File: config.mk
export PLATFORM = sky130hd
export DESIGN_NAME = tt_sweep_capture_flat
export DESIGN_NICKNAME = d
export VERILOG_FILES = /design/src/rtl/tt_sweep_capture_if.sv /design/src/rtl/tt_sweep_capture.sv /design/src/flat_wrapper.sv
export SDC_FILE = /design/constraint.sdc
export NUM_CORES = 1
export LEC_CHECK = 0
export CAP_MARGIN = 30
export CORE_UTILIZATION = 51
export DETAILED_ROUTE_END_ITERATION = 7
export PLACE_DENSITY_LB_ADDON = 0.05
export SYNTH_ARGS = -nofsm -noshare
export SYNTH_HDL_FRONTEND = slang
export SYNTH_SLANG_ARGS = --single-unit
File: constraint.sdc
create_clock -name clk -period 10.8 [get_ports clk]
set_clock_uncertainty 0.15 [all_clocks]
set_input_delay 2.16 -clock clk [delete_from_list [all_inputs] [get_ports clk]]
set_output_delay 2.16 -clock clk [all_outputs]
set_load 0.01 [all_outputs]
File: src/rtl/tt_sweep_capture_if.sv
// Handshake and data bundle between the sweep/capture engine and its environment.
// Signal names follow the block's external pin names.
interface tt_sweep_capture_if;
    logic         start;
    logic [6:0]   x;
    logic         f;
    logic [127:0] expected;
    logic         busy;
    logic [127:0] tt_out;
    logic         tt_valid;
    logic         tt_ready;
    logic [7:0]   mismatch_cnt;
    logic         match;

    modport slave (
        input  start, f, expected, tt_ready,
        output x, busy, tt_out, tt_valid, mismatch_cnt, match
    );

    modport master (
        output start, f, expected, tt_ready,
        input  x, busy, tt_out, tt_valid, mismatch_cnt, match
    );
endinterface

File: src/rtl/tt_sweep_capture.sv
// Sweeps a 7-input function over all 128 input codes, captures its truth table
// through a LAT-deep index delay line and counts disagreements with a reference.
module tt_sweep_capture #(
    parameter int LAT = 0
) (
    input logic             clk,
    input logic             rst,
    tt_sweep_capture_if.slave bus
);
    typedef enum logic [1:0] {IDLE, SWEEP, DRAIN, HOLD} state_t;

    state_t       r_state, w_state_nxt;
    logic [6:0]   r_x, w_x_nxt;
    logic [127:0] r_exp, r_tt;
    logic [7:0]   r_mm, w_mm_nxt;
    logic         r_busy, r_valid, r_match;
    logic         w_busy_nxt, w_valid_nxt, w_match_nxt;
    logic         w_cap_vld, w_cap_en, w_cap_err, w_accept;
    logic [6:0]   w_cap_idx;

    // Capture point: index i reaches the capture stage LAT cycles after x=i is driven.
    if (LAT == 0) begin : g_direct
        assign w_cap_vld = (r_state == SWEEP);
        assign w_cap_idx = r_x;
    end else begin : g_delay
        logic [LAT-1:0]      r_vld_pipe;
        logic [LAT-1:0][6:0] r_idx_pipe;

        always_ff @(posedge clk or posedge rst) begin
            if (rst) begin
                r_vld_pipe <= '0;
                r_idx_pipe <= '0;
            end else begin
                r_vld_pipe[0] <= (r_state == SWEEP);
                r_idx_pipe[0] <= r_x;
                for (int k = 1; k < LAT; k++) begin
                    r_vld_pipe[k] <= r_vld_pipe[k-1];
                    r_idx_pipe[k] <= r_idx_pipe[k-1];
                end
            end
        end

        assign w_cap_vld = r_vld_pipe[LAT-1];
        assign w_cap_idx = r_idx_pipe[LAT-1];
    end

    assign w_accept  = (r_state == IDLE) && bus.start;
    assign w_cap_en  = w_cap_vld && ((r_state == SWEEP) || (r_state == DRAIN));
    assign w_cap_err = w_cap_en && (bus.f != r_exp[w_cap_idx]);
    // At most 128 increments per sweep, so the 8-bit counter cannot wrap.
    assign w_mm_nxt  = w_accept ? 8'd0 : r_mm + {7'd0, w_cap_err};

    always_ff @(posedge clk or posedge rst) begin
        if (rst) r_state <= IDLE;
        else     r_state <= w_state_nxt;
    end

    always_comb begin
        w_state_nxt = r_state;
        case (r_state)
            IDLE:    if (bus.start) w_state_nxt = SWEEP;
            SWEEP:   if (r_x == 7'd127) w_state_nxt = (LAT == 0) ? HOLD : DRAIN;
            DRAIN:   if (w_cap_vld && (w_cap_idx == 7'd127)) w_state_nxt = HOLD;
            HOLD:    if (bus.tt_ready) w_state_nxt = IDLE;
            default: w_state_nxt = IDLE;
        endcase
    end

    // Next values of the registered outputs, decided from the upcoming state.
    always_comb begin
        w_busy_nxt  = (w_state_nxt != IDLE);
        w_valid_nxt = (w_state_nxt == HOLD);
        w_match_nxt = (w_state_nxt == HOLD) && (w_mm_nxt == 8'd0);
        w_x_nxt     = 7'd0;
        if (w_state_nxt == DRAIN)
            w_x_nxt = 7'd127;
        else if ((w_state_nxt == SWEEP) && (r_state == SWEEP))
            w_x_nxt = r_x + 7'd1;
    end

    always_ff @(posedge clk or posedge rst) begin
        if (rst) begin
            r_x     <= '0;
            r_busy  <= 1'b0;
            r_valid <= 1'b0;
            r_match <= 1'b0;
            r_mm    <= '0;
            r_tt    <= '0;
            r_exp   <= '0;
        end else begin
            r_x     <= w_x_nxt;
            r_busy  <= w_busy_nxt;
            r_valid <= w_valid_nxt;
            r_match <= w_match_nxt;
            r_mm    <= w_mm_nxt;
            if (w_accept) begin
                r_exp <= bus.expected;
                r_tt  <= '0;
            end else if (w_cap_en) begin
                r_tt[w_cap_idx] <= bus.f;
            end
        end
    end

    assign bus.x            = r_x;
    assign bus.busy         = r_busy;
    assign bus.tt_valid     = r_valid;
    assign bus.tt_out       = r_tt;
    assign bus.mismatch_cnt = r_mm;
    assign bus.match        = r_match;
endmodule

File: src/flat_wrapper.sv
// flat-port wrapper written by rule: the top's interface ports become plain ports
module tt_sweep_capture_flat 
#(
    parameter int LAT = 0
)
  (clk, rst, bus_start, bus_f, bus_expected, bus_tt_ready, bus_x, bus_busy, bus_tt_out, bus_tt_valid, bus_mismatch_cnt, bus_match);
  tt_sweep_capture_if bus_i ();
  input logic clk;
  input logic rst;
  input wire logic [$bits(bus_i.start)-1:0] bus_start;
  input wire logic [$bits(bus_i.f)-1:0] bus_f;
  input wire logic [$bits(bus_i.expected)-1:0] bus_expected;
  input wire logic [$bits(bus_i.tt_ready)-1:0] bus_tt_ready;
  output wire logic [$bits(bus_i.x)-1:0] bus_x;
  output wire logic [$bits(bus_i.busy)-1:0] bus_busy;
  output wire logic [$bits(bus_i.tt_out)-1:0] bus_tt_out;
  output wire logic [$bits(bus_i.tt_valid)-1:0] bus_tt_valid;
  output wire logic [$bits(bus_i.mismatch_cnt)-1:0] bus_mismatch_cnt;
  output wire logic [$bits(bus_i.match)-1:0] bus_match;
  assign bus_i.start = bus_start;
  assign bus_i.f = bus_f;
  assign bus_i.expected = bus_expected;
  assign bus_i.tt_ready = bus_tt_ready;
  assign bus_x = bus_i.x;
  assign bus_busy = bus_i.busy;
  assign bus_tt_out = bus_i.tt_out;
  assign bus_tt_valid = bus_i.tt_valid;
  assign bus_mismatch_cnt = bus_i.mismatch_cnt;
  assign bus_match = bus_i.match;
  tt_sweep_capture #(.LAT(LAT)) u_core (.clk(clk), .rst(rst), .bus(bus_i));
endmodule
### After elaboration in Yosys (flattened, before gate mapping)

Cells that the tools add are included.

| word-level totals | value |
|---|---|
| flip-flop bits (word level) | 276 |
| word-level logic and storage cells | 47 |

| operators by class | value |
|---|---|
| add/subtract/negate cells | 2 |
| $lt $le $gt $ge | 2 |
| eq/ne operators | 8 |
| muxes and demuxes | 15 |
| reduce and logical (&&, ||, !) cells | 12 |

Operators with widths:

| cell | number |
|---|---|
| $mux 128 | 2 |
| $bwmux 128 | 1 |
| $mux 7 | 2 |
| $add 8x1->8 | 1 |
| $eq 2x2->1 const B | 4 |
| $logic_not 8->1 | 1 |
| $lt 7x8->1 const B | 1 |
| $mux 2 | 4 |
| $mux 8 | 1 |
| $pmux 2 s4 | 1 |
| $add 7x1->7 const B | 1 |
| $bmux 1 s7 | 1 |
| $demux 1 s7 | 1 |
| $eq 7x7->1 const B | 1 |
| $ge 7x1->1 const B | 1 |
| $logic_and 1x1->1 | 7 |
| $eq 2x1->1 const B | 2 |
| $reduce_bool 2->1 | 2 |
| $logic_not 2->1 | 1 |
| $mux 1 | 2 |
| $logic_or 1x1->1 | 1 |
| $ne 1x1->1 | 1 |

### Longest topological paths before layout

| depth | value |
|---|---|
| depth after elaboration | 8 |
| mapped depth | 16 |
| gate-level depth less buffers | 13 |

### Worst setup path after synthesis

Ideal clock, no wire load.

| timing | value |
|---|---|
| path kind | input-to-reg |
| start point | in bus_f |
| end point | reg u_core.r_match, in the netlist u_core.bus.match |
| arrival time | 4205 ps |
| path slack | 6344 ps |
| stages on the path | 11 |
| path buffers | 2 |
| cells stage by stage | clkbuf_1 > clkbuf_1 > nand2_1 > mux2i_1 > ha_1 > ha_1 > nand3_1 > xor2_1 > nor2_1 > or4_1 > nor4_1 |

| on the way | value |
|---|---|
| word-level cells in the longest chain between the ends | 6 |

RTL lines:

| item | line | source |
|---|---|---|
| start, declared | flat_wrapper.sv:11 | `input wire logic [$bits(bus_i.f)-1:0] bus_f;` |
| $ne 1x1->1 | tt_sweep_capture.sv:49 | `assign w_cap_err = w_cap_en && (bus.f != r_exp[w_cap_idx]);` |
| $logic_and 1x1->1 | tt_sweep_capture.sv:49 |  |
| $add 8x1->8 | tt_sweep_capture.sv:51 | `assign w_mm_nxt = w_accept ? 8'd0 : r_mm + {7'd0, w_cap_err};` |
| $mux 8 | tt_sweep_capture.sv:51 |  |
| net u_core.w_mm_nxt[4] | tt_sweep_capture.sv:15 | `logic [7:0] r_mm, w_mm_nxt;` |
| $logic_not 8->1 | tt_sweep_capture.sv:73 | `w_match_nxt = (w_state_nxt == HOLD) && (w_mm_nxt == 8'd0);` |
| $logic_and 1x1->1 | tt_sweep_capture.sv:73 |  |
| net u_core.w_match_nxt | tt_sweep_capture.sv:17 | `logic w_busy_nxt, w_valid_nxt, w_match_nxt;` |
| end signal, assigned | tt_sweep_capture.sv:94 | `r_match <= w_match_nxt;` |
| end, declared | tt_sweep_capture.sv:16 | `logic r_busy, r_valid, r_match;` |

The timed path passes the listed nets, and every way through them passes these cells.
A chain may end at the register's enable or synchronous reset.

### Worst setup path after layout

| timing | value |
|---|---|
| start point | reg u_core.r_x[0], in the netlist u_core.bus.x[0] |
| end point | out bus_x[0] |

RTL lines:

| item | line | source |
|---|---|---|
| start, declared | tt_sweep_capture.sv:13 | `logic [6:0] r_x, w_x_nxt;` |
| start signal, assigned | tt_sweep_capture.sv:91 | `r_x <= w_x_nxt;` |
| end, declared | flat_wrapper.sv:14 | `output wire logic [$bits(bus_i.x)-1:0] bus_x;` |

No word-level cell between the ends.

==> impl_metrics.py <==
metrics = {
    "pwr": {
        "ir_worst_vdd_uv": 137.0,
        "leakage_nw": 6.764,
        "power_mw": 4.514,
        "powerDensity_nw_per_um2": 274.4,
    },
    "clocking": {
        "root_buffer": "clkbuf_16",
        "cts.sinks": 276,
        "clock_path_buffers": 3,
        "ctsResizeCount": 0,
        "postCtsHoldBufs": 0,
        "path_clk_slew_ns": 0.06,
        "numCtsBuffers": 29,
        "insertion_delay_ns": 0.54,
        "cts_tree": "yes",
        "cts_setup_buffers": 0,
        "h-tree-depth": 1,
    },
    "critical_path": {
        "worstSetupEndpointType": "output port",
        "slowest_stage": "dfrtp_4",
        "r2r-start": "u_core.bus.x[0]$_DFF_PP0_",
        "cp.depth": 2,
        "critical_path_class": "reg2out",
        "rrSetupSlack_ns": 6.00,
        "crit_arrival_ns": 2.85,
        "crit_buf_inv": 2,
        "critPathLaunch": "u_core.bus.x[0]$_DFF_PP0_",
        "cp.required_ns": 8.49,
        "rr_endpoint": "u_core.bus.match$_DFF_PP0_",
        "rr_worst_depth": 14,
        "crit_chain": "buf_4 > clkdlybuf4s50_1",
        "endpoint": "bus_x[0]",
        "cp_max_fo": 46,
        "max_stage_delay_ns": 0.82,
        "start_kind": "flop",
        "cp_top_family": "buffers and inverters",
    },
    "sta": {
        "min_period_ns": 5.156,
        "slew_viol_final": 0,
        "rsz0062_at_grt": "no",
        "max_freq_mhz": 193.9,
        "tightest_slew_ns": 1.031,
        "finalSetupViolations": 0,
        "hold_viol_final": 0,
        "finalSetupTns_ns": 0,
        "slew_headroom_pct": 30.71,
        "post-route-period-util_pct": 47.74,
    },
    "global_route": {
        "grt.total_usage_pct": 29.32,
        "grt_max_degree": 194,
        "grt_pass1_vias": 9863,
        "grt_pass1_wl_um": 55590,
        "antenna_found_initial": 2,
        "overflow": 0,
    },
    "routing": {
        "post_drt_wl_per_cell_um": 21.25,
        "drtIter0Drc": 966,
        "vias": 10120,
        "firstDrtPassIters": 5,
        "vias_per_cell": 5.900,
        "antenna_left": 0,
        "drc": 0,
        "totalWireLength_um": 36460,
    },
    "synth": {
        "netlist_area_um2": 12400,
        "synth_seq_area_share_pct": 55.71,
        "syn_avg_cell_area_um2": 10.98,
        "synthAdderAreaFrac_pct": 0.3028,
        "synth_top_family_by_area": "multiplexers",
        "synthesis.nets": 1265,
        "synth-simple-area-share_pct": 9.618,
        "synth_compound_area_share_pct": 13.27,
        "synth_cells": 1129,
        "synth-xor-area-share_pct": 0.7771,
        "synthMuxAreaShare_pct": 16.96,
        "ys_seq_elements": 276,
        "synth_cell_types": 36,
        "ys_warn_count": 0,
    },
    "placement": {
        "gp_congestion": 0.8365,
        "io_buffers": 278,
        "dp_hpwl_um": 23350,
    },
    "layout": {
        "areaGrowthSynthToFinish_pct": 32.70,
        "final_util_pct": 69.46,
        "fin_nets": 1509,
        "fillers": 1849,
        "layout-drive-gt1-share_pct": 15.54,
    },
    "floorplan": {
        "core-area_um2": 23680,
        "die_area_um2": 24940,
        "row_count": 56,
        "fp.dieH_um": 157.9,
        "start_util_pct": 52.35,
        "num_io_pins": 279,
        "fp.dieW_um": 157.9,
    },
    "status": {
        "status": "complete, no violations",
    },
    "run": {
        "drv_cap": 0,
    },
    "hold_path": {
        "hold_path.class": "reg2reg",
    },
}
==> placed cells by master (no fill, tap or decap), types with 7 or more instances in the layout <==
cell and count:
nand2_1 30, o22ai_1 33, nand3_1 133, buf_4 15
nand2b_1 9, clkinv_2 9, o21ai_0 145, nor2_1 33
clkbuf_8 8, mux2_2 128, dfrtp_1 275, clkdlybuf4s50_1 277
nor2b_1 7, mux2i_1 66, clkbuf_16 29, a21oi_1 127
==> area by class of cell <==
class / instances / area (um^2) / share of cell area [%]
Clock buffer: 37 / 835.8 / 5.081
Clock inverter: 17 / 220.2 / 1.339
Tap cell: 319 / 399.1 / 2.426
Timing Repair Buffer: 296 / 2964 / 18.02
Antenna cell: 1 / 2.502 / 0.01521
Sequential cell: 276 / 6910 / 42.01
Multi-Input combinational cell: 767 / 5100 / 31.00
Inverter: 3 / 18.77 / 0.1141
==> registers in the layout (all words and copies together) (netlist names) <==
| register | cells |
|---|---|
| u_core.bus.busy | 1 |
| u_core.bus.match | 1 |
| u_core.bus.mismatch_cnt | 8 |
| u_core.bus.tt_out | 128 |
| u_core.bus.tt_valid | 1 |
| u_core.bus.x | 7 |
| u_core.r_exp | 128 |
| u_core.r_state | 2 |
==> power by group <==
group	leakage (nW)	switching (mW)	internal, mW
Combinational	2.78	0.896	0.847
Sequential	3.46	0.298	1.40
Clock	0.530	0.414	0.665
Total	6.76	1.61	2.91
==> kinds of logic (layout without fill, tap and decap cells) <==
family                     count (synthesis)  after routing
AOI/OAI and AO/OA                        316            316
DFF                                      276            276
and+or+nand+nor                          243            243
muxes                                    194            194
buffers and inverters                     86            353
xor gates and xnor gates                  11             11
adders and majority gates                  3              3
other                                      0              1
==> Yosys cell counts, drive strengths merged <==
master,n,area share [%]
ha,3,0.30
o21ai,151,6.1
a41oi,3,0.21
or4,1,0.061
mux2i,66,5.3
nand4,4,0.20
mux2,128,12
nor4,1,0.050
nand2,31,0.96
nor3b,1,0.10
a21oi,127,5.1
and3,2,0.10
or2,5,0.25
nand2b,9,0.45
nor2,35,1.1
dfrtp,276,56
buf,51,2.3
o22ai,33,1.7
xnor2,6,0.42
a2111oi,1,0.12
nor2b,7,0.35
and2b,1,0.061
clkbuf,32,0.97
nor3,10,0.44
inv,3,0.091
and2,1,0.050
nand3,133,5.4
xor2,5,0.35
or3,2,0.10
a31oi,1,0.050
==> routing by layer <==
metal	up-vias	wire [um]	global-route usage, %
met5	-	0	0
met4	0	1084	9.524
met3	81	3104	5.667
met2	482	17870	48.33
met1	4974	14400	38.95
li1	4587	-	-
==> worst min-delay path by stage <==
stage | start | end | slack (ns) | depth (start not counted)
finish | u_core.r_exp[64]$_DFFE_PP0P_ | u_core.r_exp[64]$_DFFE_PP0P_ | 0.35 | 1
global route | u_core.r_exp[28]$_DFFE_PP0P_ | u_core.r_exp[28]$_DFFE_PP0P_ | 0.36 | 1
CTS | u_core.r_exp[12]$_DFFE_PP0P_ | u_core.r_exp[12]$_DFFE_PP0P_ | 0.36 | 1
detailed placement | u_core.r_exp[80]$_DFFE_PP0P_ | u_core.r_exp[80]$_DFFE_PP0P_ | 0.34 | 1
global placement | u_core.r_exp[80]$_DFFE_PP0P_ | u_core.r_exp[80]$_DFFE_PP0P_ | 0.34 | 1
floorplan | u_core.r_exp[86]$_DFFE_PP0P_ | u_core.r_exp[86]$_DFFE_PP0P_ | 0.33 | 1
==> worst register-to-register path, stage by stage (launching register included) <==
cell and delay (ns):
dfrtp_4 0.82, buf_4 0.74, mux2i_1 0.31, o22ai_1 0.12, o21ai_0 0.29, a41oi_1 0.17, a2111oi_2 0.37, mux2i_1 0.26
ha_1 0.22, ha_1 0.21, nand3_1 0.10, xor2_1 0.14, nor2_1 0.06, or4_1 0.50, nor4_1 0.23
==> per-stage QoR <==
step	std cells	instance area, um^2	setup slack, ns	hold WS [ns]
floorplan	1129	12400	0.8812	0.3299
global placement	1658	15350	5.665	0.3394
detailed placement	1659	15350	5.644	0.3447
CTS	1713	16410	5.641	0.3578
global route	1716	16450	5.561	0.3635
finish	1716	16450	5.644	0.3531
(Power assumes the default switching activity.)
